<file path="src/rtl/i2c_arb_pkg.sv">
`default_nettype none
// ============================================================================
// Module      : i2c_arb_pkg
// Description : Shared constants for the I2C/host RAM arbiter: grant-state
//               encoding and the default RAM depth (log2).
// Revision    : 1.0 - initial release
// ============================================================================
package i2c_arb_pkg;

    localparam int c_ld_nbytes_default = 3;

    localparam int c_gnt_w = 2;

    localparam logic [c_gnt_w-1:0] GNT_IDLE  = 2'd0;
    localparam logic [c_gnt_w-1:0] GNT_I2CWR = 2'd1;
    localparam logic [c_gnt_w-1:0] GNT_PF    = 2'd2;
    localparam logic [c_gnt_w-1:0] GNT_HOST  = 2'd3;

endpackage : i2c_arb_pkg
`default_nettype wire

</file>
<file path="src/rtl/i2c_ram_sp.sv">
`default_nettype none
// ============================================================================
// Module      : i2c_ram_sp
// Description : Single-port synchronous byte RAM with registered read data.
//               Contents are never reset.
// Revision    : 1.0 - initial release
// ============================================================================
module i2c_ram_sp
    import i2c_arb_pkg::*;
#(
    parameter int AW = c_ld_nbytes_default
) (
    input  logic          clk,
    input  logic          we,
    input  logic [AW-1:0] addr,
    input  logic [7:0]    wdat,
    output logic [7:0]    rdat
);

    logic [7:0] r_mem [2**AW];

    // Read-before-write: rdat on a write cycle returns the old byte.
    always_ff @(posedge clk) begin
        if (we) begin
            r_mem[addr] <= wdat;
        end
        rdat <= r_mem[addr];
    end

endmodule : i2c_ram_sp
`default_nettype wire

</file>
<file path="src/rtl/i2c_ram_arbiter.sv">
`default_nettype none
// ============================================================================
// Module      : i2c_ram_arbiter
// Description : Shares one byte RAM between an I2C slave (register-pointer
//               semantics, prefetched read byte) and a host req/ack port.
//               Optional macro I2CARB_WPROT_EN discards I2C writes at or
//               above WP_BASE.
// Revision    : 1.0 - initial release
// ============================================================================
module i2c_ram_arbiter
    import i2c_arb_pkg::*;
#(
    parameter int LD_NBYTES = c_ld_nbytes_default,
    parameter int WP_BASE   = 2**LD_NBYTES - 2
) (
    input  logic                 clk,
    input  logic                 aresetn,
    input  logic                 i2c_as,
    input  logic                 i2c_rs,
    input  logic                 i2c_ws,
    input  logic [7:0]           i2c_wdat,
    output logic [7:0]           i2c_rdat,
    output logic [LD_NBYTES-1:0] i2c_idx,
    input  logic                 host_req,
    input  logic                 host_we,
    input  logic [LD_NBYTES-1:0] host_addr,
    input  logic [7:0]           host_wdat,
    output logic                 host_ack,
    output logic [7:0]           host_rdat
);

`ifdef I2CARB_WPROT_EN
    localparam bit c_wprot_en = 1'b1;
`else
    localparam bit c_wprot_en = 1'b0;
`endif

    localparam logic [LD_NBYTES:0] c_wp_base = (LD_NBYTES+1)'(WP_BASE);

    // Grant state: r_gnt is the RAM operation issued this cycle, r_last the
    // one issued last cycle whose read data is now on the RAM output.
    logic [c_gnt_w-1:0]   r_gnt;
    logic [c_gnt_w-1:0]   w_gnt_nxt;
    logic [c_gnt_w-1:0]   r_last;
    logic                 r_last_rd;

    logic [LD_NBYTES-1:0] r_idx;
    logic                 r_as_seen;
    logic                 r_wr_pend;
    logic                 r_pf_pend;
    logic [LD_NBYTES-1:0] r_wr_addr;
    logic [7:0]           r_wr_data;

    logic [7:0]           r_i2c_rdat;
    logic                 r_host_ack;
    logic [7:0]           r_host_rdat;

    logic                 w_ws_ptr;
    logic                 w_ws_data;
    logic                 w_host_hit;
    logic                 w_pf_set;
    logic                 w_wr_pend_n;
    logic                 w_pf_pend_n;
    logic                 w_host_busy;
    logic                 w_wp_hit;

    logic                 w_ram_we;
    logic [LD_NBYTES-1:0] w_ram_addr;
    logic [7:0]           w_ram_wdat;
    logic [7:0]           w_ram_rdat;

    // ------------------------------------------------------------------
    // Strobe decode: rs beats ws; a concurrent as never survives rs/ws.
    // ------------------------------------------------------------------
    always_comb begin
        w_ws_ptr   = i2c_ws && !i2c_rs && r_as_seen;
        w_ws_data  = i2c_ws && !i2c_rs && !r_as_seen;
        w_host_hit = (r_gnt == GNT_HOST) && host_we && (host_addr == r_idx);
        w_pf_set   = i2c_rs || i2c_ws || w_host_hit;
        w_wp_hit   = c_wprot_en && ({1'b0, r_wr_addr} >= c_wp_base);
    end

    // Pending flags after this edge: a set wins over the clear that comes
    // from the flag's own grant executing this cycle.
    always_comb begin
        w_wr_pend_n = w_ws_data || (r_wr_pend && (r_gnt != GNT_I2CWR));
        w_pf_pend_n = w_pf_set  || (r_pf_pend && (r_gnt != GNT_PF));
        w_host_busy = (r_gnt == GNT_HOST) || (r_last == GNT_HOST) || r_host_ack;
    end

    always_ff @(posedge clk or negedge aresetn) begin
        if (!aresetn) begin
            r_idx     <= '0;
            r_as_seen <= 1'b0;
            r_wr_pend <= 1'b0;
            r_pf_pend <= 1'b1;
            r_wr_addr <= '0;
            r_wr_data <= '0;
        end else begin
            r_wr_pend <= w_wr_pend_n;
            r_pf_pend <= w_pf_pend_n;

            if (i2c_rs || i2c_ws) begin
                r_as_seen <= 1'b0;
            end else if (i2c_as) begin
                r_as_seen <= 1'b1;
            end

            if (i2c_rs) begin
                r_idx <= r_idx + 1'b1;
            end else if (w_ws_ptr) begin
                r_idx <= i2c_wdat[LD_NBYTES-1:0];
            end else if (w_ws_data) begin
                r_idx <= r_idx + 1'b1;
            end

            if (w_ws_data) begin
                r_wr_addr <= r_idx;
                r_wr_data <= i2c_wdat;
            end
        end
    end

    // ------------------------------------------------------------------
    // Grant FSM: state register / next state / RAM port outputs
    // ------------------------------------------------------------------
    always_ff @(posedge clk or negedge aresetn) begin
        if (!aresetn) begin
            r_gnt <= GNT_IDLE;
        end else begin
            r_gnt <= w_gnt_nxt;
        end
    end

    always_comb begin
        w_gnt_nxt = GNT_IDLE;
        if (w_wr_pend_n) begin
            w_gnt_nxt = GNT_I2CWR;
        end else if (w_pf_pend_n) begin
            w_gnt_nxt = GNT_PF;
        end else if (host_req && !w_host_busy) begin
            w_gnt_nxt = GNT_HOST;
        end
    end

    always_comb begin
        w_ram_we   = 1'b0;
        w_ram_addr = host_addr;
        w_ram_wdat = host_wdat;
        case (r_gnt)
            GNT_I2CWR: begin
                w_ram_we   = !w_wp_hit;
                w_ram_addr = r_wr_addr;
                w_ram_wdat = r_wr_data;
            end
            GNT_PF: begin
                w_ram_addr = r_idx;
            end
            GNT_HOST: begin
                w_ram_we   = host_we;
            end
            default: begin
                w_ram_we   = 1'b0;
            end
        endcase
    end

    i2c_ram_sp #(
        .AW   (LD_NBYTES)
    ) u_ram (
        .clk  (clk),
        .we   (w_ram_we),
        .addr (w_ram_addr),
        .wdat (w_ram_wdat),
        .rdat (w_ram_rdat)
    );

    // ------------------------------------------------------------------
    // Result capture: one cycle after a grant the RAM output is valid.
    // ------------------------------------------------------------------
    always_ff @(posedge clk or negedge aresetn) begin
        if (!aresetn) begin
            r_last      <= GNT_IDLE;
            r_last_rd   <= 1'b0;
            r_i2c_rdat  <= '0;
            r_host_ack  <= 1'b0;
            r_host_rdat <= '0;
        end else begin
            r_last     <= r_gnt;
            r_last_rd  <= (r_gnt == GNT_HOST) && !host_we;
            r_host_ack <= (r_last == GNT_HOST);
            if (r_last == GNT_PF) begin
                r_i2c_rdat <= w_ram_rdat;
            end
            if ((r_last == GNT_HOST) && r_last_rd) begin
                r_host_rdat <= w_ram_rdat;
            end
        end
    end

    assign i2c_rdat  = r_i2c_rdat;
    assign i2c_idx   = r_idx;
    assign host_ack  = r_host_ack;
    assign host_rdat = r_host_rdat;

endmodule : i2c_ram_arbiter
`default_nettype wire

</file>
<file path="config.mk">
export PLATFORM = sky130hd
export DESIGN_NAME = i2c_ram_arbiter
export DESIGN_NICKNAME = d
export VERILOG_FILES = /design/src/rtl/i2c_arb_pkg.sv /design/src/rtl/i2c_ram_sp.sv /design/src/rtl/i2c_ram_arbiter.sv
export SDC_FILE = /design/constraint.sdc
export NUM_CORES = 1
export LEC_CHECK = 0
export CORE_MARGIN = 1.5
export CORE_UTILIZATION = 40
export CTS_CLUSTER_DIAMETER = 30
export DETAILED_ROUTE_END_ITERATION = 10
export SETUP_SLACK_MARGIN = 0.15
export SLEW_MARGIN = 20
export SYNTH_ARGS = -nofsm -noshare
export SYNTH_HDL_FRONTEND = slang
export SYNTH_HIERARCHICAL = 1
export SYNTH_SLANG_ARGS = --single-unit
</file>
<file path="constraint.sdc">
create_clock -name clk -period 2.55 [get_ports clk]
set_clock_uncertainty 0.05 [all_clocks]
set_input_delay 0.3825 -clock clk [delete_from_list [all_inputs] [get_ports clk]]
set_output_delay 0.3825 -clock clk [all_outputs]
set_load 0.01 [all_outputs]
</file>
==> results of run 1 <==
## through the flow
step	power, mW	worst slack [ns]
after floorplan	4.757	0.04721
after global placement	5.713	0.1228
after detailed placement	5.773	0.1148
after CTS	6.721	0.2209
after global routing	7.207	0.1584
final	6.741	0.2927
## power groups by stage
stage / sequential [mW] / combinational [mW] / clock, mW
global route: 2.89 / 3.29 / 1.02
global placement: 2.86 / 2.85 / 0
detailed placement: 2.88 / 2.89 / 0
finish: 2.84 / 2.99 / 0.915
floorplan: 2.87 / 1.89 / 0
CTS: 2.84 / 2.94 / 0.945
## cell usage in the layout, fill, tap and decap left out, drive strengths merged, types with 5 or more instances in the layout
| master | count |
|---|---|
| edfxtp | 64 |
| clkdlybuf4s50 | 44 |
| mux2 | 44 |
| dfrtp | 38 |
| buf | 25 |
| nand2 | 12 |
| clkbuf | 12 |
| mux4 | 12 |
| nor2 | 9 |
| dfxtp | 8 |
| o21ai | 6 |
| inv | 5 |
| nor2b | 5 |
| clkinv | 5 |
## sequential cells by signal (all words and copies together), names as in the netlist
register / flops
host_ack: 1
host_rdat: 8
i2c_idx: 3
i2c_rdat: 8
r_as_seen: 1
r_gnt: 2
r_last: 2
r_last_rd: 1
r_pf_pend: 1
r_wr_addr: 3
r_wr_data: 8
r_wr_pend: 1
u_ram/r_mem: 64
u_ram/rdat: 8
## metal layers
layer	global-route usage, %	share of wire (%)	vias up
li1	-	-	1129
met1	20.16	46	1148
met2	25.83	50	41
met3	2.170	2.6	9
met4	5.639	1.4	0
met5	0	0	-
## path summary, 6_finish.rpt
kind                          start             to  slack (ns)  cells after the start
max in group asynchronous   aresetn   r_wr_data[4]        1.80                      1
min in group clk           r_gnt[1]      r_last[1]        0.41                      0
hold / removal              aresetn   host_rdat[2]        0.08                      1
setup reg to reg           r_gnt[0]  u_ram/rdat[7]        0.29                      6
hold reg to reg            r_gnt[1]      r_last[1]        0.41                      0
setup / recovery           r_gnt[0]  u_ram/rdat[7]        0.29                      6
## critical path: cells and delay by family, from the launching register on
kind,cells,cell delay (ns)
compound gates,1,0.22
flops,1,0.41
mux,2,0.82
buf+inv,2,0.26
fa+ha+maj,1,0.38
## cell families (layout without fill, tap and decap cells)
family / count (synthesis) / after routing / share of synthesized area, %
fa+ha+maj: 4 / 4 / 1.122
xor+xnor: 4 / 4 / 0.7856
buf+inv: 17 / 91 / 2.217
simple gates: 40 / 40 / 4.629
flops: 111 / 111 / 68.60
compound gates: 26 / 26 / 4.181
mux: 58 / 58 / 18.46
## area by class of cell
| class | count | area share (%) |
|---|---|---|
| flip-flops and latches | 111 | 56.25 |
| multi-input cells | 132 | 24.91 |
| repair buffers | 70 | 12.19 |
| well taps | 140 | 3.221 |
| clock buffers | 11 | 2.415 |
| clock inverters | 5 | 0.6671 |
| inverters | 5 | 0.3451 |
## repair_timing
item / in CTS / in global routing
cloned: 0 / 1
pin swaps: 0 / 1
buffers inserted: 0 / 1
setup endpoints to repair: 24 / 16
gates resized for setup: 3 / 3
==> metrics.txt, run 1 <==
placed cell area=0.005215 mm^2; I/O Pins=46; Core ar.=approximately 0.011 mm^2; slowest stage cell, crit path=mux4_1; yosys synthesis warning count=6; RSZ-0062 raised after global routing=false; Max-slew headroom=about two fifths; Antenna Nets Post-Route=0; number of global-route vias before repair=2499; routed via count=2327; Placed Cells=456; setup TNS=0 ns; TritonRoute pass-1 iters=4; post-synth top area share=43.10%; CP max stage delay=0.55 ns; status=complete, no violations; Comb power frac=44.4%; maximum VDD drop=a little under 0.0005 V; Crit. End Element=register; Leak=around 2 nW; nets=359; Filler Cells Inserted=917; Area Overhead vs Synth=21.97%; Post-synth top cells=64 x edfxtp_1, 38 x dfrtp_1, 26 x mux2_1, 12 x mux2_2, 12 x nand2_1; fin. max-slew vios=0; Cell Area, Synth=roughly 0.0045 mm^2; Total Wirelength=approximately 8100 um; overall routing resource usage=15.32%; final instance area=0.005439 mm^2; Least-Margin Pin Slew=between 0.8 and 0.9 ns; syn avg cell area=17.15 um^2; num rows=38; non-filler cells in the finished layout=474; Seq. cell area=0.003059 mm^2; die width=108.6 um; starting density of the core=41.14%; final core utilization=between 50% and 60%; ys async rst share=35.14%; Synth area leader=edfxtp_1; hold slack=around 0.084 ns; ys flop type=edfxtp_1; worst-case clock buffer depth=2; Cell Int Power=4.566 mW; Psw=2.175 mW; gpl congestion=0.7362; initial antenna violation count=0; WP data arrival=roughly 2.5 ns; CP Data Required Time=2.75 ns; Mapped Cells=260; clock tree sinks=111; total die area=0.01179 mm^2; P per Cell Area=about 1200 mW/mm^2; H-tree depth=3; count of cell types in the netlist=46; Setup-failing EPs final=0; CTS tree=done; fin crit period=2.257 ns; sequence of cells on the critical path=inv_1 -> ha_1 -> o21ai_2 -> buf_12 -> mux4_1 -> mux2_4; largest fanout on the critical path=13; final period utilization=slightly below 90%; CTS clk-pin slew, worst paths=0.11 ns; largest cells by area after synthesis=edfxtp_1 43%, dfrtp_1 21%, mux2_1 6.6%, mux4_2 4.0%, dfxtp_1 3.6%; root buf cell=clkbuf_8; Hold Fails Final Rpt=0; Multi-input gate area=around 0.0014 mm^2; CP startpoint kind=register; net count after synthesis=just under 300; die span in y=between 100 and 150 um; Sw Share=32.26%; share of layout cells above drive strength 1=24.55%; grt total ovfl=0; # hold bufs at CTS=0; Max Cap Viol=0; post-synthesis sequential area ratio=68.60%; Post-route DRC=0; CTS Buf Count=9; pin count of the biggest net entering global routing=40; Clock power frac=13.6%; HP Class=primary input to asynchronous set/reset pin; first-pass GRT wire length=13140 um; Inserted Diodes=0; clk_lat worst skew=0.36 ns; Post-synth EDFFs=64; Reg power frac=42.1%; vias per cell=4.909; crit path kind=register to register; wire length per cell=17.00 um; dpl hpwl=5817 um; DRT iter0 DRCs=107; # port buffers=45; top-count cell post-synth=edfxtp_1; fmax=443.0 MHz; register bit count reported by yosys=~110
(Power assumes the default switching activity.)
==> run 2: changes to the inputs <==
--- a/config.mk
+++ b/config.mk
@@ -15,3 +15,4 @@
 export SYNTH_HDL_FRONTEND = slang
 export SYNTH_HIERARCHICAL = 1
 export SYNTH_SLANG_ARGS = --single-unit
+export TNS_END_PERCENT = 100
==> results of run 2 <==
No change in the layout: final DEF, timing and power equal those of run 1.
